### src/rtl/router_pkg.sv
// -----------------------------------------------------------------------------
// router_pkg
// Shared constants for the router packet FIFO: default geometry and the
// position of the header fields inside a DATA_W-bit header word.
//
// Header word layout (DATA_W bits):
//   [DATA_W-1:LEN_LSB]    payload length in words
//   [ADDR_MSB:ADDR_LSB]   destination address
// -----------------------------------------------------------------------------
package router_pkg;

  localparam int DEF_DATA_W = 8;
  localparam int DEF_DEPTH  = 16;

  // The length field always runs up to the word MSB, so its MSB is relative
  // to DATA_W.
  localparam int LEN_MSB_FROM_TOP = 0;
  localparam int LEN_LSB          = 2;
  localparam int ADDR_MSB         = 1;
  localparam int ADDR_LSB         = 0;

  localparam int DEF_LEN_MSB = DEF_DATA_W - 1 - LEN_MSB_FROM_TOP;

endpackage

### src/rtl/router_pkt_fifo_if.sv
// -----------------------------------------------------------------------------
// router_pkt_fifo_if
// Handshake and data bundle of the router packet FIFO.
//   master : producer/consumer side (drives write/read requests and write data)
//   slave  : the FIFO (drives read data, flags, occupancy and pkt_done)
// Signals: write_enb, read_enb, lfd_state, data_in, data_out, empty, full,
//          almost_full, count, pkt_done.
// -----------------------------------------------------------------------------
interface router_pkt_fifo_if
  import router_pkg::*;
#(
  parameter int DATA_W = DEF_DATA_W,
  parameter int DEPTH  = DEF_DEPTH
);

  localparam int CNT_W = $clog2(DEPTH) + 1;

  logic              write_enb;
  logic              read_enb;
  logic              lfd_state;
  logic [DATA_W-1:0] data_in;
  logic [DATA_W-1:0] data_out;
  logic              empty;
  logic              full;
  logic              almost_full;
  logic [CNT_W-1:0]  count;
  logic              pkt_done;

  modport master (
    output write_enb, read_enb, lfd_state, data_in,
    input  data_out, empty, full, almost_full, count, pkt_done
  );

  modport slave (
    input  write_enb, read_enb, lfd_state, data_in,
    output data_out, empty, full, almost_full, count, pkt_done
  );

endinterface

### src/rtl/router_fifo_mem.sv
// -----------------------------------------------------------------------------
// router_fifo_mem
// Storage array for the packet FIFO: synchronous write port, registered read
// port, plus an asynchronous peek of the entry at rd_addr so the controller
// can decode a header in the same cycle it is popped.
// Ports:
//   clk, resetn       clock, synchronous active-low reset (read register only)
//   we, wr_addr/data  write port
//   re, rd_addr       read port enable/address
//   peek              entry currently at rd_addr (combinational)
//   rd_data           registered read data, updated when re=1
// -----------------------------------------------------------------------------
module router_fifo_mem #(
  parameter int W     = 9,
  parameter int DEPTH = 16
) (
  input  logic                     clk,
  input  logic                     resetn,
  input  logic                     we,
  input  logic [$clog2(DEPTH)-1:0] wr_addr,
  input  logic [W-1:0]             wr_data,
  input  logic                     re,
  input  logic [$clog2(DEPTH)-1:0] rd_addr,
  output logic [W-1:0]             peek,
  output logic [W-1:0]             rd_data
);

  logic [W-1:0] mem [DEPTH];

  // NOTE: the array is deliberately not reset; pointers and count are, so stale
  // entries can never be read out and the array maps onto plain RAM.
  always_ff @(posedge clk) begin
    if (we) mem[wr_addr] <= wr_data;
  end

  // A write to the slot being read on the same edge still returns the old
  // entry here, which is what a read-while-full needs.
  always_ff @(posedge clk) begin
    if (!resetn)  rd_data <= '0;
    else if (re)  rd_data <= mem[rd_addr];
  end

  assign peek = mem[rd_addr];

endmodule

### src/rtl/router_pkt_fifo.sv
// -----------------------------------------------------------------------------
// router_pkt_fifo
// Packet-aware FIFO for a router port. Each entry stores {lfd_state, data_in};
// a popped header loads a word counter with length+1 (payload plus parity) and
// pkt_done pulses on the read that consumes the last word of the packet.
// Ports:
//   clk         sole clock
//   resetn      synchronous active-low reset (highest priority)
//   soft_reset  synchronous flush of contents and packet state
//   bus         router_pkt_fifo_if.slave (requests, data, flags, count, pkt_done)
// Build option: define ROUTER_FIFO_TRISTATE_EN to drive data_out to high-Z
// when idle; otherwise idle data_out is 0.
// -----------------------------------------------------------------------------
module router_pkt_fifo
  import router_pkg::*;
#(
  parameter int DATA_W    = DEF_DATA_W,
  parameter int DEPTH     = DEF_DEPTH,
  parameter int AFULL_LVL = DEPTH - 2
) (
  input  logic clk,
  input  logic resetn,
  input  logic soft_reset,
  router_pkt_fifo_if.slave bus
);

  localparam int AW      = $clog2(DEPTH);
  localparam int CNT_W   = AW + 1;
  localparam int WCNT_W  = DATA_W - 1;
  localparam int LEN_MSB = DATA_W - 1 - LEN_MSB_FROM_TOP;

  logic [AW-1:0]     wr_ptr, rd_ptr;
  logic [CNT_W-1:0]  count_q;
  logic [WCNT_W-1:0] wcnt;
  logic              pkt_done_q;
  logic              idle_q;
  logic [DATA_W:0]   peek, rd_entry;
  logic              empty_w, full_w;
  logic              rd_ok, wr_ok;
  logic              unused_bits;

  assign empty_w = (count_q == '0);
  assign full_w  = (count_q == CNT_W'(DEPTH));

  // Reads and writes use pre-edge flags; a write while full is accepted only
  // when a read frees the slot on the same edge. Nothing bypasses the array.
  assign rd_ok = bus.read_enb  && !empty_w && !soft_reset;
  assign wr_ok = bus.write_enb && (!full_w || rd_ok) && !soft_reset;

  router_fifo_mem #(
    .W     (DATA_W + 1),
    .DEPTH (DEPTH)
  ) u_mem (
    .clk     (clk),
    .resetn  (resetn),
    .we      (wr_ok),
    .wr_addr (wr_ptr),
    .wr_data ({bus.lfd_state, bus.data_in}),
    .re      (rd_ok),
    .rd_addr (rd_ptr),
    .peek    (peek),
    .rd_data (rd_entry)
  );

  // NOTE: all state here uses non-blocking assignments so every register sees
  // pre-edge values of its neighbours, independent of statement order.
  always_ff @(posedge clk) begin
    if (!resetn) begin
      wr_ptr     <= '0;
      rd_ptr     <= '0;
      count_q    <= '0;
      wcnt       <= '0;
      pkt_done_q <= 1'b0;
      idle_q     <= 1'b0;
    end else if (soft_reset) begin
      wr_ptr     <= '0;
      rd_ptr     <= '0;
      count_q    <= '0;
      wcnt       <= '0;
      pkt_done_q <= 1'b0;
      idle_q     <= 1'b1;
    end else begin
      pkt_done_q <= 1'b0;
      if (wr_ok) wr_ptr <= wr_ptr + AW'(1);
      if (rd_ok) rd_ptr <= rd_ptr + AW'(1);

      case ({wr_ok, rd_ok})
        2'b10:   count_q <= count_q + CNT_W'(1);
        2'b01:   count_q <= count_q - CNT_W'(1);
        default: count_q <= count_q;
      endcase

      if (rd_ok) begin
        idle_q <= 1'b0;
        if (peek[DATA_W]) begin
          // Header: (re)load even mid-packet; a truncated packet never pulses.
          wcnt <= WCNT_W'(peek[LEN_MSB:LEN_LSB]) + WCNT_W'(1);
        end else if (wcnt != '0) begin
          wcnt <= wcnt - WCNT_W'(1);
          if (wcnt == WCNT_W'(1)) pkt_done_q <= 1'b1;
        end
      end else if (wcnt == '0) begin
        idle_q <= 1'b1;
      end
    end
  end

  assign bus.empty       = empty_w;
  assign bus.full        = full_w;
  assign bus.almost_full = (count_q >= CNT_W'(AFULL_LVL));
  assign bus.count       = count_q;
  assign bus.pkt_done    = pkt_done_q;

`ifdef ROUTER_FIFO_TRISTATE_EN
  assign bus.data_out = idle_q ? {DATA_W{1'bz}} : rd_entry[DATA_W-1:0];
`else
  assign bus.data_out = idle_q ? '0 : rd_entry[DATA_W-1:0];
`endif

  // Address bits and the registered lfd copy are not needed by the controller.
  assign unused_bits = ^{peek[ADDR_MSB:ADDR_LSB], rd_entry[DATA_W]};

endmodule

### src/flat_wrapper.sv
// flat-port wrapper written by rule: the top's interface ports become plain ports
module router_pkt_fifo_flat import router_pkg::*;
#(
  parameter int DATA_W    = DEF_DATA_W,
  parameter int DEPTH     = DEF_DEPTH,
  parameter int AFULL_LVL = DEPTH - 2
)
  (clk, resetn, soft_reset, bus_write_enb, bus_read_enb, bus_lfd_state, bus_data_in, bus_data_out, bus_empty, bus_full, bus_almost_full, bus_count, bus_pkt_done);
  router_pkt_fifo_if #(.DATA_W(DATA_W), .DEPTH(DEPTH)) bus_i ();
  input  logic clk;
  input  logic resetn;
  input  logic soft_reset;
  input wire logic [$bits(bus_i.write_enb)-1:0] bus_write_enb;
  input wire logic [$bits(bus_i.read_enb)-1:0] bus_read_enb;
  input wire logic [$bits(bus_i.lfd_state)-1:0] bus_lfd_state;
  input wire logic [$bits(bus_i.data_in)-1:0] bus_data_in;
  output wire logic [$bits(bus_i.data_out)-1:0] bus_data_out;
  output wire logic [$bits(bus_i.empty)-1:0] bus_empty;
  output wire logic [$bits(bus_i.full)-1:0] bus_full;
  output wire logic [$bits(bus_i.almost_full)-1:0] bus_almost_full;
  output wire logic [$bits(bus_i.count)-1:0] bus_count;
  output wire logic [$bits(bus_i.pkt_done)-1:0] bus_pkt_done;
  assign bus_i.write_enb = bus_write_enb;
  assign bus_i.read_enb = bus_read_enb;
  assign bus_i.lfd_state = bus_lfd_state;
  assign bus_i.data_in = bus_data_in;
  assign bus_data_out = bus_i.data_out;
  assign bus_empty = bus_i.empty;
  assign bus_full = bus_i.full;
  assign bus_almost_full = bus_i.almost_full;
  assign bus_count = bus_i.count;
  assign bus_pkt_done = bus_i.pkt_done;
  router_pkt_fifo #(.DATA_W(DATA_W), .DEPTH(DEPTH), .AFULL_LVL(AFULL_LVL)) u_core (.clk(clk), .resetn(resetn), .soft_reset(soft_reset), .bus(bus_i));
endmodule
### config.mk
export PLATFORM = sky130hd
export DESIGN_NAME = router_pkt_fifo_flat
export DESIGN_NICKNAME = d
export VERILOG_FILES = /design/src/rtl/router_pkg.sv /design/src/rtl/router_pkt_fifo_if.sv /design/src/rtl/router_fifo_mem.sv /design/src/rtl/router_pkt_fifo.sv /design/src/flat_wrapper.sv
export SDC_FILE = /design/constraint.sdc
export NUM_CORES = 1
export LEC_CHECK = 0
export CORE_MARGIN = 1
export CORE_UTILIZATION = 60
export CTS_CLUSTER_DIAMETER = 200
export CTS_CLUSTER_SIZE = 20
export DETAILED_ROUTE_END_ITERATION = 8
export PLACE_DENSITY = 0.77
export SLEW_MARGIN = 15
export SYNTH_ARGS = -nofsm -noshare
export SYNTH_HDL_FRONTEND = slang
export SYNTH_SLANG_ARGS = --single-unit
### constraint.sdc
create_clock -name clk -period 4.2 [get_ports clk]
set_input_delay 0.42 -clock clk [delete_from_list [all_inputs] [get_ports clk]]
set_output_delay 0.42 -clock clk [all_outputs]
set_load 0.02 [all_outputs]
### Word-level counts from Yosys, hierarchy flattened

Memory sizes are Yosys's and may differ from the RTL's. A register that Yosys moved wholly into a read port is not among the register bits.
Cells that the tools add are included.

* RAM bits: 144
* register bits after elaboration: 30
* memories kept: 1

* eq/ne operators: 4
* bitwise logic cells: 3
* $add $sub $neg: 6
* magnitude comparators: 1
* multiplexer cells: 12
* reductions and logical operators: 17

Memories
* u_core.u_mem.mem: words 16, width 9, read ports 1, clocked after memory_dff 1, wr ports 1, line router_fifo_mem.sv:28 `logic [W-1:0] mem [DEPTH];`

Operator list (count)
* $mux 7: 2
* $pmux 5 s2: 1
* $add 4x1->4 const B: 2
* $mux 4: 2
* $mux 8: 1
* $add 6x1->7 const B: 1
* $eq 7x1->1 const B: 1
* $logic_not 7->1: 1
* $reduce_bool 7->1: 1
* $sub 7x1->7 const B: 1
* $mux 1: 6
* $add 5x1->5 const B: 1
* $eq 5x5->1 const B: 1
* $ge 5x4->1 const B: 1
* $logic_not 5->1: 1
* $reduce_or 5->1: 1
* $sub 5x1->5 const B: 1
* $logic_and 1x1->1: 4
* $reduce_bool 2->1: 2
* $logic_not 1->1: 3
* $not 1->1: 3
* $reduce_bool 3->1: 1
* $eq 2x1->1 const B: 1
* $eq 2x2->1 const B: 1
* 3 further kinds: 3

### Longest topological paths before layout

Gate-level depths: netlist of the first run.

* depth after elaboration: 9
* depth in mapped cells: 17

### By module

From an unflattened synthesis of the first run, not the netlist that was laid out.

* cells, all modules: 489
* area total of the unflattened synthesis: 7500.9 sq um

Modules (own cells, without submodules)
* router_fifo_mem: area an instance 6039.5 sq um, cells an instance 322, sequential area each 4504.3 sq um, times used 1
* router_pkt_fifo: area an instance 1461.4 sq um, cells an instance 167, sequential area each 440.4 sq um, times used 1

### Worst setup path before layout of the first run

OpenSTA, ideal clock, no wires.

* path kind: flip-flop to flip-flop
* start point: reg u_core.count_q[1] (netlist: u_core.bus.count[1])
* end point: reg u_core.count_q[4] (netlist: u_core.bus.count[4])
* cell stages (with the launch flop): 17
* slack: 865 ps
* arrival time: 3208 ps
* path buffers: 4
* setup time: 127 ps
* data required time: 4073 ps
* path through: dfxtp_1 -> clkbuf_1 -> or4_4 -> o21ai_2 -> or2_2 -> buf_2 -> inv_2 -> buf_2 -> ha_1 -> clkbuf_1 -> xor2_1 -> ha_1 -> a21oi_1 -> a32oi_1 -> a21oi_1 -> xnor2_1 -> nor2_1

* longest elaborated chain between the ends: 9
* elaborated cells between the ends (all ways): 15
* those cells by class: add/sub (2); eq/ne (3); mux (1); reduce/logical (9)

RTL lines
* from (decl): line router_pkt_fifo.sv:33 `logic [CNT_W-1:0] count_q;`
* from (signal assigned): line router_pkt_fifo.sv:88 `2'b10: count_q <= count_q + CNT_W'(1);`
* from (signal assigned): line router_pkt_fifo.sv:89 `2'b01: count_q <= count_q - CNT_W'(1);`
* from (signal assigned): line router_pkt_fifo.sv:90 `default: count_q <= count_q;`
* $logic_not 5->1 *: line router_pkt_fifo.sv:42 `assign empty_w = (count_q == '0);`
* $logic_not 1->1 *: line router_pkt_fifo.sv:47 `assign rd_ok = bus.read_enb && !empty_w && !soft_reset;`
* $logic_and 1x1->1 * (2 in a row): line router_pkt_fifo.sv:47
* net u_core.rd_ok: line router_pkt_fifo.sv:39 `logic rd_ok, wr_ok;`
* $logic_or 1x1->1: line router_pkt_fifo.sv:48 `assign wr_ok = bus.write_enb && (!full_w || rd_ok) && !soft_reset;`
* $logic_and 1x1->1 (2 in a row): line router_pkt_fifo.sv:48
* $eq 2x1->1 or $eq 2x2->1 (tied branches): line router_pkt_fifo.sv:87 `case ({wr_ok, rd_ok})`
* $pmux 5 s2 or $reduce_bool 2->1 (tied branches)

The timed path passes the listed nets; every way through them passes the cells marked *.
A chain may end at the register's enable or synchronous reset.

### Worst setup path after layout of the first run

* start point: reg u_core.count_q[1] (netlist: u_core.bus.count[1])
* end point: reg u_core.count_q[2] (netlist: u_core.bus.count[2])

* longest elaborated chain between the ends: 9
* elaborated cells between the ends (all ways): 15
* those cells by class: add/sub (2); eq/ne (3); mux (1); reduce/logical (9)

RTL lines (line)
* $logic_not 5->1: router_pkt_fifo.sv:42
* $logic_not 1->1: router_pkt_fifo.sv:47
* $logic_and 1x1->1 (2 in a row): router_pkt_fifo.sv:47
* $logic_or 1x1->1: router_pkt_fifo.sv:48
* $logic_and 1x1->1 (2 in a row): router_pkt_fifo.sv:48
* $eq 2x1->1 or $eq 2x2->1 (tied branches): router_pkt_fifo.sv:87
* $pmux 5 s2 or $reduce_bool 2->1 (tied branches)

Several ways; a longest one is shown, not always the timed one.

==> results of run 1 <==
-- routing by layer --
| layer | up-vias | global-route usage (%) | part of all wire (%) |
|---|---|---|---|
| li1 | 1900 | - | - |
| met1 | 2085 | 33.0 | 43 |
| met2 | 133 | 41.5 | 50 |
| met3 | 32 | 4.89 | 4.7 |
| met4 | 0 | 10.9 | 2.7 |
| met5 | - | 0 | 0 |
-- kinds of logic (layout without fill, tap and decap cells) --
logic type	after synthesis	after routing
adder cells (fa/ha/maj)	11	11
AND/OR/NAND/NOR	107	107
flip-flops	178	178
multiplexers	55	55
XOR/XNOR	14	14
AO/OA/AOI/OAI	62	62
buffers and inverters	37	94
-- layout make-up --
| cell class | instances | share of cell area (%) |
|---|---|---|
| multi-input combinational | 249 | 26.9 |
| inverter | 15 | 0.653 |
| sequential | 178 | 58.1 |
| timing repair buffer | 47 | 4.97 |
| clock inverter | 13 | 1.87 |
| tap | 168 | 2.44 |
| clock buffer | 19 | 5.02 |
-- sequential cells by signal, indices dropped and copies added, names as in the netlist, named ones only --
name,count
u_core.u_mem.mem,144
u_core.u_mem.rd_data,8
u_core.wcnt,7
u_core.bus.count,5
u_core.rd_ptr,4
u_core.wr_ptr,4
u_core.bus.pkt_done,1
u_core.idle_q,1
-- tightest hold or removal path, cell delays in order, from the launching register on --
cell,delay [ps]
dfxtp_1,310
nand2_1,50
a21boi_0,70
-- final timing paths --
kind,endpoint,cells past startpoint
min,u_core.u_mem.rd_data[4]$_SDFFE_PN0P_,2
max reg2reg,u_core.bus.count[2]$_SDFFE_PP0P_,11
min reg2reg,u_core.u_mem.rd_data[4]$_SDFFE_PN0P_,2
max,u_core.bus.count[2]$_SDFFE_PP0P_,11
-- power by group through the flow --
stage	logic (mW)	clock network, mW	registers [mW]
floorplan	0.0606	0	1.96
global placement	0.103	0	1.96
detailed placement	0.108	0	1.96
CTS	0.108	1.60	1.92
global route	0.118	1.66	1.92
finish	0.108	1.57	1.92
-- metrics by stage --
step | hold slack (ps) | total power, mW | setup WS, ps | util (%) | instances
6_report | 475 | 3.60 | 723 | 71.1 | 689
5_1_grt | 499 | 3.70 | 370 | 71.1 | 689
4_1_cts | 477 | 3.62 | 714 | 71.1 | 689
3_5_place_dp | 467 | 2.07 | 728 | 66.2 | 657
3_3_place_gp | 455 | 2.06 | 946 | 66.2 | 657
2_1_floorplan | 439 | 2.02 | 865 | - | 464
-- cell usage in the layout, fill, tap and decap left out, types with 7 or more instances in the layout --
cell and count:
buf_4 17, mux4_2 28, nand2_1 21, ha_1 11, clkbuf_16 17, o21ai_0 8
nor2_1 25, a21oi_1 9, mux2i_1 19, dfxtp_1 33, clkdlybuf4s50_1 30, a31oi_1 7
inv_1 13, nor3_1 9, mux4_1 7, edfxtp_1 144, nor2b_1 13, xor2_1 9
==> impl_metrics.csv, run 1 <==
group,metric,value,unit
die,dieArea,0.0129,sq mm
critical_path,crit_chain,"or4_4 > o31ai_1 > nor2_1 > inv_1 > ha_1 > xor2_1 > ha_1 > a21oi_1 > xnor2_1 > or3_1 > a21oi_1",
synth,synth_fa_ha_area_share,1.84,%
critical_path,worstSetupEndpointType,"flip-flop",
synth,synth_area,0.00749,sq mm
clocking,cts_setup_buffers,0,
global_route,grt_overflow,0,
clocking,clockBufferDepth,2,
synth,synth_top_area_share,57.7,%
finish,multi_input_area,0.00232,sq mm
run,drv_cap,0,
timing,totalNegativeSetupSlack,0,ps
synth,syn_avg_cell_area,16.1,sq um
global_route,grt_max_degree,24,
die,num_io_pins,31,
critical_path,start_kind,"flip-flop",
min_path,hold_path.startpoint,"u_core.u_mem.rd_data[4]$_SDFFE_PN0P_",
critical_path,slowest_delay,570,ps
finish,register_area,0.00501,sq mm
global_route,grt.total_usage,25.2,%
critical_path,rrSetupSlack,720,ps
timing,fin_skew,6.15,ps
placed_design,gp_congestion,0.852,
die,die_w,114,um
clocking,cts_hold_buf,0,
drt,num_vias,4150,
synth,synthXorXnorAreaFrac,1.64,%
timing,drv_slew,0,
synth,async_flop_share,0,%
critical_path,cp_num_buf_inv,1,
drt,wl,14700,um
drt,route.detailed.drc,0,
synth,synth_compound_area_share,6.16,%
synth,synth_most_common_cell,"edfxtp_1",
die,rows,40,
clocking,cts_root_buffer,"clkbuf_16",
synth,yosysUniqueCellTypes,56,
power_and_ir_drop,p_int,2.89,mW
global_route,antenna_found_initial,0,
drt,viasPerCell,6.02,
timing,finalCritPeriodShare,82.8,%
power_and_ir_drop,combPwrFrac,3.0,%
clocking,cts_tree,"built",
global_route,grt_pass1_wl,23000,um
power_and_ir_drop,pwr-share-seq,53.3,%
critical_path,crit_slowest_cell,"or4_4",
synth,synthMuxAreaShare,13.6,%
finish,fillers,801,
critical_path,critical-path-top-delay-family,"simple AND/OR/NAND/NOR gates",
timing,fin_crit,3480,ps
timing,fmax,0.288,GHz
critical_path,rr_startpoint,"u_core.bus.count[1]$_SDFFE_PP0P_",
timing,rsz0062_at_grt,"false",
critical_path,criticalPathCategory,"reg -> reg",
die,core_area,0.0121,sq mm
finish,post-route-cell-area,0.00862,sq mm
status,status,"complete, no violations",
synth,syn_inst,464,
synth,synth_common_cells,"edfxtp_1, dfxtp_1, mux4_2",
synth,ys_seq_area_share,66.8,%
timing,tightest_slew,799,ps
power_and_ir_drop,clkPwrFrac,43.7,%
finish,drive_above_1_share,17.7,%
power_and_ir_drop,leakagePower,2.83,nW
drt,wl_per_cell,21.4,um
clocking,cts_sinks,178,
synth,synth_edf_count,144,
power_and_ir_drop,vdd_ir_drop_max,0.316,mV
synth,synth.net_count,489,
finish,syn_to_final_growth,15.0,%
global_route,grt_pass1_vias,4113,
timing,finalHoldViolations,0,
synth,synth_top_family_by_area,"multiplexers",
synth,synth_top_area_cell,"edfxtp_1",
drt,firstDrtPassIters,7,
critical_path,startpoint,"u_core.bus.count[1]$_SDFFE_PP0P_",
critical_path,cp.required,4540,ps
synth,synth.area.top_cells,"edfxtp_1, dfxtp_1, mux4_2, mux2i_1, mux4_1",
power_and_ir_drop,power_density,418,mW/mm^2
synth,ys_warn_count,0,
critical_path,cp_max_fo,8,
clocking,insertion_delay,420,ps
clocking,cts-resized-gates,0,
clocking,htree_num_levels,4,
finish,nets,533,
timing,max_slew_margin,46.7,%
timing,setup_viol,0,
finish,diodes,0,
min_path,hold_path.class,"reg -> reg",
placed_design,placedInstanceArea,0.00802,sq mm
clocking,path_clk_slew,60,ps
clocking,cts_buffers,17,
placed_design,place_hpwl,9520,um
synth,ys_ff_latch,178,
die,die_h,114,um
drt,first_iter_violations,359,
power_and_ir_drop,switchingPower,0.707,mW
synth,synth-simple-area-share,7.46,%
drt,antenna_left,0,
die,start_util,61.9,%
critical_path,arrival,3820,ps
power_and_ir_drop,switching_share,19.6,%
synth,synth_ff_type,"edfxtp_1",
placed_design,port_buffers,30,
Power figures use the tool's default switching activity.
==> run 2: changes to the inputs <==
==> constraint.sdc (replaced) <==
create_clock -name clk -period 3.3 [get_ports clk]
set_input_delay 0.33 -clock clk [delete_from_list [all_inputs] [get_ports clk]]
set_output_delay 0.33 -clock clk [all_outputs]
set_load 0.02 [all_outputs]
==> impl_metrics.csv, run 2 (synthesis gave the netlist of run 1 again) <==
group,metric,value,unit
global_route,grt_pass1_wl,23900,um
clocking,clockBufferDepth,2,
drt,wl,15400,um
finish,syn_to_final_growth,15.9,%
drt,viasPerCell,6.07,
finish,regMostFlops,"u_core.u_mem.mem",
timing,drv_slew,0,
finish,largest_register_ffs,144,
drt,num_vias,4226,
critical_path,crit_chain,"or4_4 > o31ai_2 > nor2_1 > inv_1 > ha_2 > xor2_1 > ha_1 > a21oi_1 > nor3b_1 > o21ai_0 > a21oi_1 > xnor2_1 > nor2_1",
critical_path,rr_startpoint,"u_core.bus.count[1]$_SDFFE_PP0P_",
drt,wl_per_cell,22.2,um
finish,post-route-cell-area,0.00869,sq mm
power_and_ir_drop,vdd_ir_drop_max,0.478,mV
global_route,grt_max_degree,21,
timing,rsz0062_at_grt,"false",
critical_path,start_kind,"flip-flop",
global_route,grt.total_usage,26.3,%
power_and_ir_drop,power_density,525,mW/mm^2
finish,drive_above_1_share,19.9,%
finish,fillers,812,
critical_path,criticalPathCategory,"reg -> reg",
die,die_w,114,um
timing,totalNegativeSetupSlack,0,ps
clocking,path_clk_slew,70,ps
placed_design,port_buffers,30,
finish,final_common_cell,"edfxtp_1",
drt,route.detailed.drc,0,
drt,firstDrtPassIters,5,
drt,antenna_left,0,
clocking,htree_num_levels,4,
run,drv_cap,0,
die,dieArea,0.0129,sq mm
min_path,hold_path.class,"reg -> reg",
power_and_ir_drop,finalPower,4.56,mW
critical_path,arrival,3270,ps
global_route,grt_pass1_vias,4197,
placed_design,gp_congestion,0.853,
critical_path,startpoint,"u_core.bus.count[1]$_SDFFE_PP0P_",
timing,fin_skew,11.4,ps
critical_path,rr_worst_depth,13,
clocking,cts_root_buffer,"clkbuf_16",
placed_design,place_hpwl,9880,um
die,die_h,114,um
finish,nets,540,
clocking,cts_hold_buf,0,
finish,mostFrequentLayoutCells,"edfxtp_1, dfxtp_1, clkdlybuf4s50_1",
finish,diodes,0,
global_route,grt_overflow,0,
timing,max_slew_margin,46.0,%
timing,finalCritPeriodShare,90.4,%
die,core_area,0.0121,sq mm
timing,fmax,0.335,GHz
critical_path,slowest_delay,590,ps
critical_path,worstSetupEndpointType,"flip-flop",
die,num_io_pins,31,
critical_path,worst_r2r_endpoint,"u_core.bus.count[4]$_SDFFE_PP0P_",
critical_path,crit_slowest_cell,"or4_4",
clocking,cts_buffers,17,
timing,fin_crit,2980,ps
timing,setup_viol,0,
timing,finalHoldViolations,0,
clocking,cts_tree,"built",
global_route,antenna_found_initial,0,
finish,top_regs,"u_core.u_mem.mem x144, u_core.u_mem.rd_data x8, u_core.wcnt x7",
clocking,cts_sinks,178,
timing,tightest_slew,810,ps
critical_path,rrSetupSlack,320,ps
power_and_ir_drop,leakagePower,2.87,nW
die,rows,40,
drt,first_iter_violations,304,
critical_path,cp.required,3590,ps
clocking,insertion_delay,420,ps
placed_design,placedInstanceArea,0.00810,sq mm
critical_path,endpoint,"u_core.bus.count[4]$_SDFFE_PP0P_",
die,start_util,61.9,%
status,status,"complete, no violations",
critical_path,cp_max_fo,8,
run 2: cell type report:
class	instances	area, sq um	area share [%]
Sequential cell	178	5010	57.6
Multi-Input combinational cell	249	2340	26.9
Timing Repair Buffer	54	493	5.67
Clock buffer	17	425	4.90
Tap cell	168	210	2.42
Clock inverter	15	159	1.83
Inverter	15	56.3	0.648
run 2: power breakdown:
group          total (mW)  internal [mW]  switching (mW)
Clock                1.97           1.12           0.847
Combinational       0.145         0.0606          0.0846
Sequential           2.44           2.43         0.00828
run 2: worst max-delay path, delay by kind of cell, from the launching register on:
| family | cells | cell delay [ps] |
|---|---|---|
| simple gates | 4 | 990 |
| compound gates | 4 | 640 |
| fa+ha+maj | 2 | 430 |
| flops | 1 | 390 |
| xor+xnor | 2 | 300 |
| buf+inv | 1 | 90 |
run 2: stage by stage:
step                cells  utilization [%]  setup slack, ps  hold WS (ps)
detailed placement    664             66.8              231           459
CTS                   696             71.7              189           468
global placement      664             66.8              384           451
floorplan             464                -            0.173           429
finish                696             71.7              317           466
global route          696             71.7             77.0           495
run 2: routing by layer:
| metal | global-route usage (%) | wire (um) |
|---|---|---|
| met1 | 35.8 | 6480 |
| met2 | 41.9 | 7590 |
| met3 | 5.10 | 1060 |
| met4 | 11.9 | 313 |
| met5 | 0 | 0 |
run 2: worst min-delay path by stage:
stage,from,end,slack (ps),cells past startpoint
after floorplan,bus_data_in[0],u_core.u_mem.mem[0][0]$_DFFE_PP_,430,0
after CTS,u_core.u_mem.rd_data[1]$_SDFFE_PN0P_,u_core.u_mem.rd_data[1]$_SDFFE_PN0P_,470,2
after global placement,u_core.u_mem.rd_data[5]$_SDFFE_PN0P_,u_core.u_mem.rd_data[5]$_SDFFE_PN0P_,450,2
final,u_core.u_mem.rd_data[1]$_SDFFE_PN0P_,u_core.u_mem.rd_data[1]$_SDFFE_PN0P_,470,2
after detailed placement,u_core.u_mem.rd_data[1]$_SDFFE_PN0P_,u_core.u_mem.rd_data[1]$_SDFFE_PN0P_,460,2
after global routing,u_core.wcnt[6]$_SDFFE_PP0P_,u_core.wcnt[6]$_SDFFE_PP0P_,500,2
run 2: repair_timing:
item / CTS / global route
resized for setup: 0 / 2
setup buffers: 0 / 0
setup endpoints to repair: 0 / 2
==> run 3: changes to the inputs <==
--- a/config.mk
+++ b/config.mk
@@ -10,7 +10,7 @@
 export CTS_CLUSTER_DIAMETER = 200
 export CTS_CLUSTER_SIZE = 20
 export DETAILED_ROUTE_END_ITERATION = 8
-export PLACE_DENSITY = 0.77
+export PLACE_DENSITY_LB_ADDON = 0.2
 export SLEW_MARGIN = 15
 export SYNTH_ARGS = -nofsm -noshare
 export SYNTH_HDL_FRONTEND = slang
==> constraint.sdc (replaced) <==
create_clock -name clk -period 3.3 [get_ports clk]
set_input_delay 0.33 -clock clk [delete_from_list [all_inputs] [get_ports clk]]
set_output_delay 0.33 -clock clk [all_outputs]
set_load 0.05 [all_outputs]
==> impl_metrics.csv, run 3 (synthesis gave the netlist of run 1 again) <==
group,metric,value,unit
global_route,antenna_found_initial,0,
placed_design,dp_slack,256,ps
timing,rsz0062_at_grt,"false",
clocking,insertion_delay,430,ps
clocking,clockBufferDepth,2,
min_path,hold_end,"u_core.u_mem.rd_data[1]$_SDFFE_PN0P_",
die,core_area,0.0121,sq mm
die,die_h,114,um
timing,finalCritPeriodShare,90.7,%
clocking,htree_num_levels,4,
critical_path,cp.required,3590,ps
placed_design,place_hpwl,9450,um
global_route,grt.total_usage,25.4,%
critical_path,crit_slowest_cell,"or4_4",
min_path,hold_path.class,"reg -> reg",
clocking,cts_root_buffer,"clkbuf_16",
die,start_util,61.9,%
critical_path,critical-path-top-delay-family,"simple AND/OR/NAND/NOR gates",
drt,first_iter_violations,392,
timing,totalNegativeSetupSlack,0,ps
critical_path,worstSetupEndpointType,"flip-flop",
critical_path,rrSetupSlack,310,ps
clocking,cts_tree,"built",
min_path,min_path_cells,2,
placed_design,gp_congestion,0.795,
critical_path,rr_worst_depth,12,
timing,max_slew_margin,24.1,%
status,status,"complete, no violations",
finish,largest_register_ffs,144,
finish,regMostFlops,"u_core.u_mem.mem",
critical_path,rr_startpoint,"u_core.bus.count[0]$_SDFFE_PP0P_",
critical_path,cp_num_buf_inv,1,
critical_path,start_kind,"flip-flop",
finish,diodes,0,
power_and_ir_drop,vdd_ir_drop_max,0.410,mV
drt,route.detailed.drc,0,
critical_path,arrival,3280,ps
run,drv_cap,0,
power_and_ir_drop,power_density,526,mW/mm^2
global_route,grt_overflow,0,
power_and_ir_drop,leakagePower,2.85,nW
timing,fin_skew,6.54,ps
clocking,cts_sinks,178,
min_path,hold_path.startpoint,"u_core.u_mem.rd_data[1]$_SDFFE_PN0P_",
timing,drv_slew,0,
finish,top_regs,"u_core.u_mem.mem x144, u_core.u_mem.rd_data x8, u_core.wcnt x7",
global_route,grt_max_degree,27,
drt,num_vias,4200,
clocking,cts_hold_buf,0,
global_route,grt_pass1_wl,23000,um
timing,finalHoldViolations,0,
critical_path,criticalPathCategory,"reg -> reg",
clocking,cts_buffers,17,
die,dieArea,0.0129,sq mm
critical_path,slowest_delay,580,ps
finish,drive_above_1_share,19.0,%
critical_path,crit_chain,"or4_4 > o21ai_4 > or2_4 > inv_2 > ha_1 > xor2_1 > ha_1 > a21oi_2 > a32oi_1 > a21oi_1 > xnor2_1 > nor2_1",
timing,fin_crit,2990,ps
finish,final_common_cell,"edfxtp_1",
timing,fin_ws,307,ps
drt,antenna_left,0,
global_route,grt_pass1_vias,4132,
drt,wl_per_cell,21.7,um
clocking,path_clk_slew,60,ps
timing,tightest_slew,1140,ps
drt,viasPerCell,6.10,
die,rows,40,
critical_path,cp_max_fo,15,
die,die_w,114,um
power_and_ir_drop,finalPower,4.55,mW
drt,firstDrtPassIters,5,
die,num_io_pins,31,
critical_path,worst_path_most_repeated_cell,"ha_1",
critical_path,worst_r2r_endpoint,"u_core.bus.count[4]$_SDFFE_PP0P_",
placed_design,port_buffers,30,
finish,syn_to_final_growth,15.5,%
finish,mostFrequentLayoutCells,"edfxtp_1, dfxtp_1, clkdlybuf4s50_1",
critical_path,startpoint,"u_core.bus.count[0]$_SDFFE_PP0P_",
timing,setup_viol,0,
timing,fmax,0.334,GHz
drt,wl,14900,um
finish,nets,536,
[run 3: timing repair]
item / in CTS / in global routing
setup endpoints to repair: 0 / 1
endpoints found under the hold margin: 0 / 0
buffers inserted: 0 / 0
gates resized for setup: 0 / 2
[run 3: cell type report]
cell class                      count  area (sq um)
Fill cell                         814          3460
Timing Repair Buffer               50           463
Clock inverter                     10           138
Multi-Input combinational cell    249          2340
Sequential cell                   178          5010
Inverter                           15          56.3
Clock buffer                       19           433
Tap cell                          168           210
[run 3: where the power goes]
group	internal (mW)	leakage (nW)	switching (mW)	total, mW
Sequential	2.43	1.57	0.00852	2.44
Combinational	0.0598	0.998	0.0897	0.150
Clock	1.17	0.275	0.784	1.96
Total	3.67	2.85	0.882	4.55
[run 3: how the worst max path moves through the flow]
stage                                       endpoint  slack (ps)  depth (start not counted)
floorplan           u_core.bus.count[4]$_SDFFE_PP0P_          20                         16
global placement    u_core.bus.count[4]$_SDFFE_PP0P_         340                         13
detailed placement  u_core.bus.count[4]$_SDFFE_PP0P_         260                         12
CTS                 u_core.bus.count[4]$_SDFFE_PP0P_         240                         12
global route        u_core.bus.count[4]$_SDFFE_PP0P_          80                         13
finish              u_core.bus.count[4]$_SDFFE_PP0P_         310                         12
[run 3: per-stage QoR]
stage / hold WS [ps] / instances / area, sq um / utilization [%]
4_1_cts: 461 / 689 / 8640 / 71.4
2_1_floorplan: 429 / 464 / 7510 / -
5_1_grt: 485 / 689 / 8650 / 71.4
3_5_place_dp: 453 / 660 / 8070 / 66.7
6_report: 457 / 689 / 8650 / 71.4
3_3_place_gp: 454 / 660 / 8070 / 66.7
[run 3: routing by layer]
layer  up-vias  wire length, um  track usage [%]
li1       1894                -                -
met1      2120             6280             33.8
met2       160             7370             40.0
met3        26              893             6.27
met4         0              387             11.6
met5         -                0                0
[run 3: tightest hold or removal path, stage by stage (launching register included)]
cell and delay [ps]:
dfxtp_1 300, nand2_1 40, a21boi_0 60
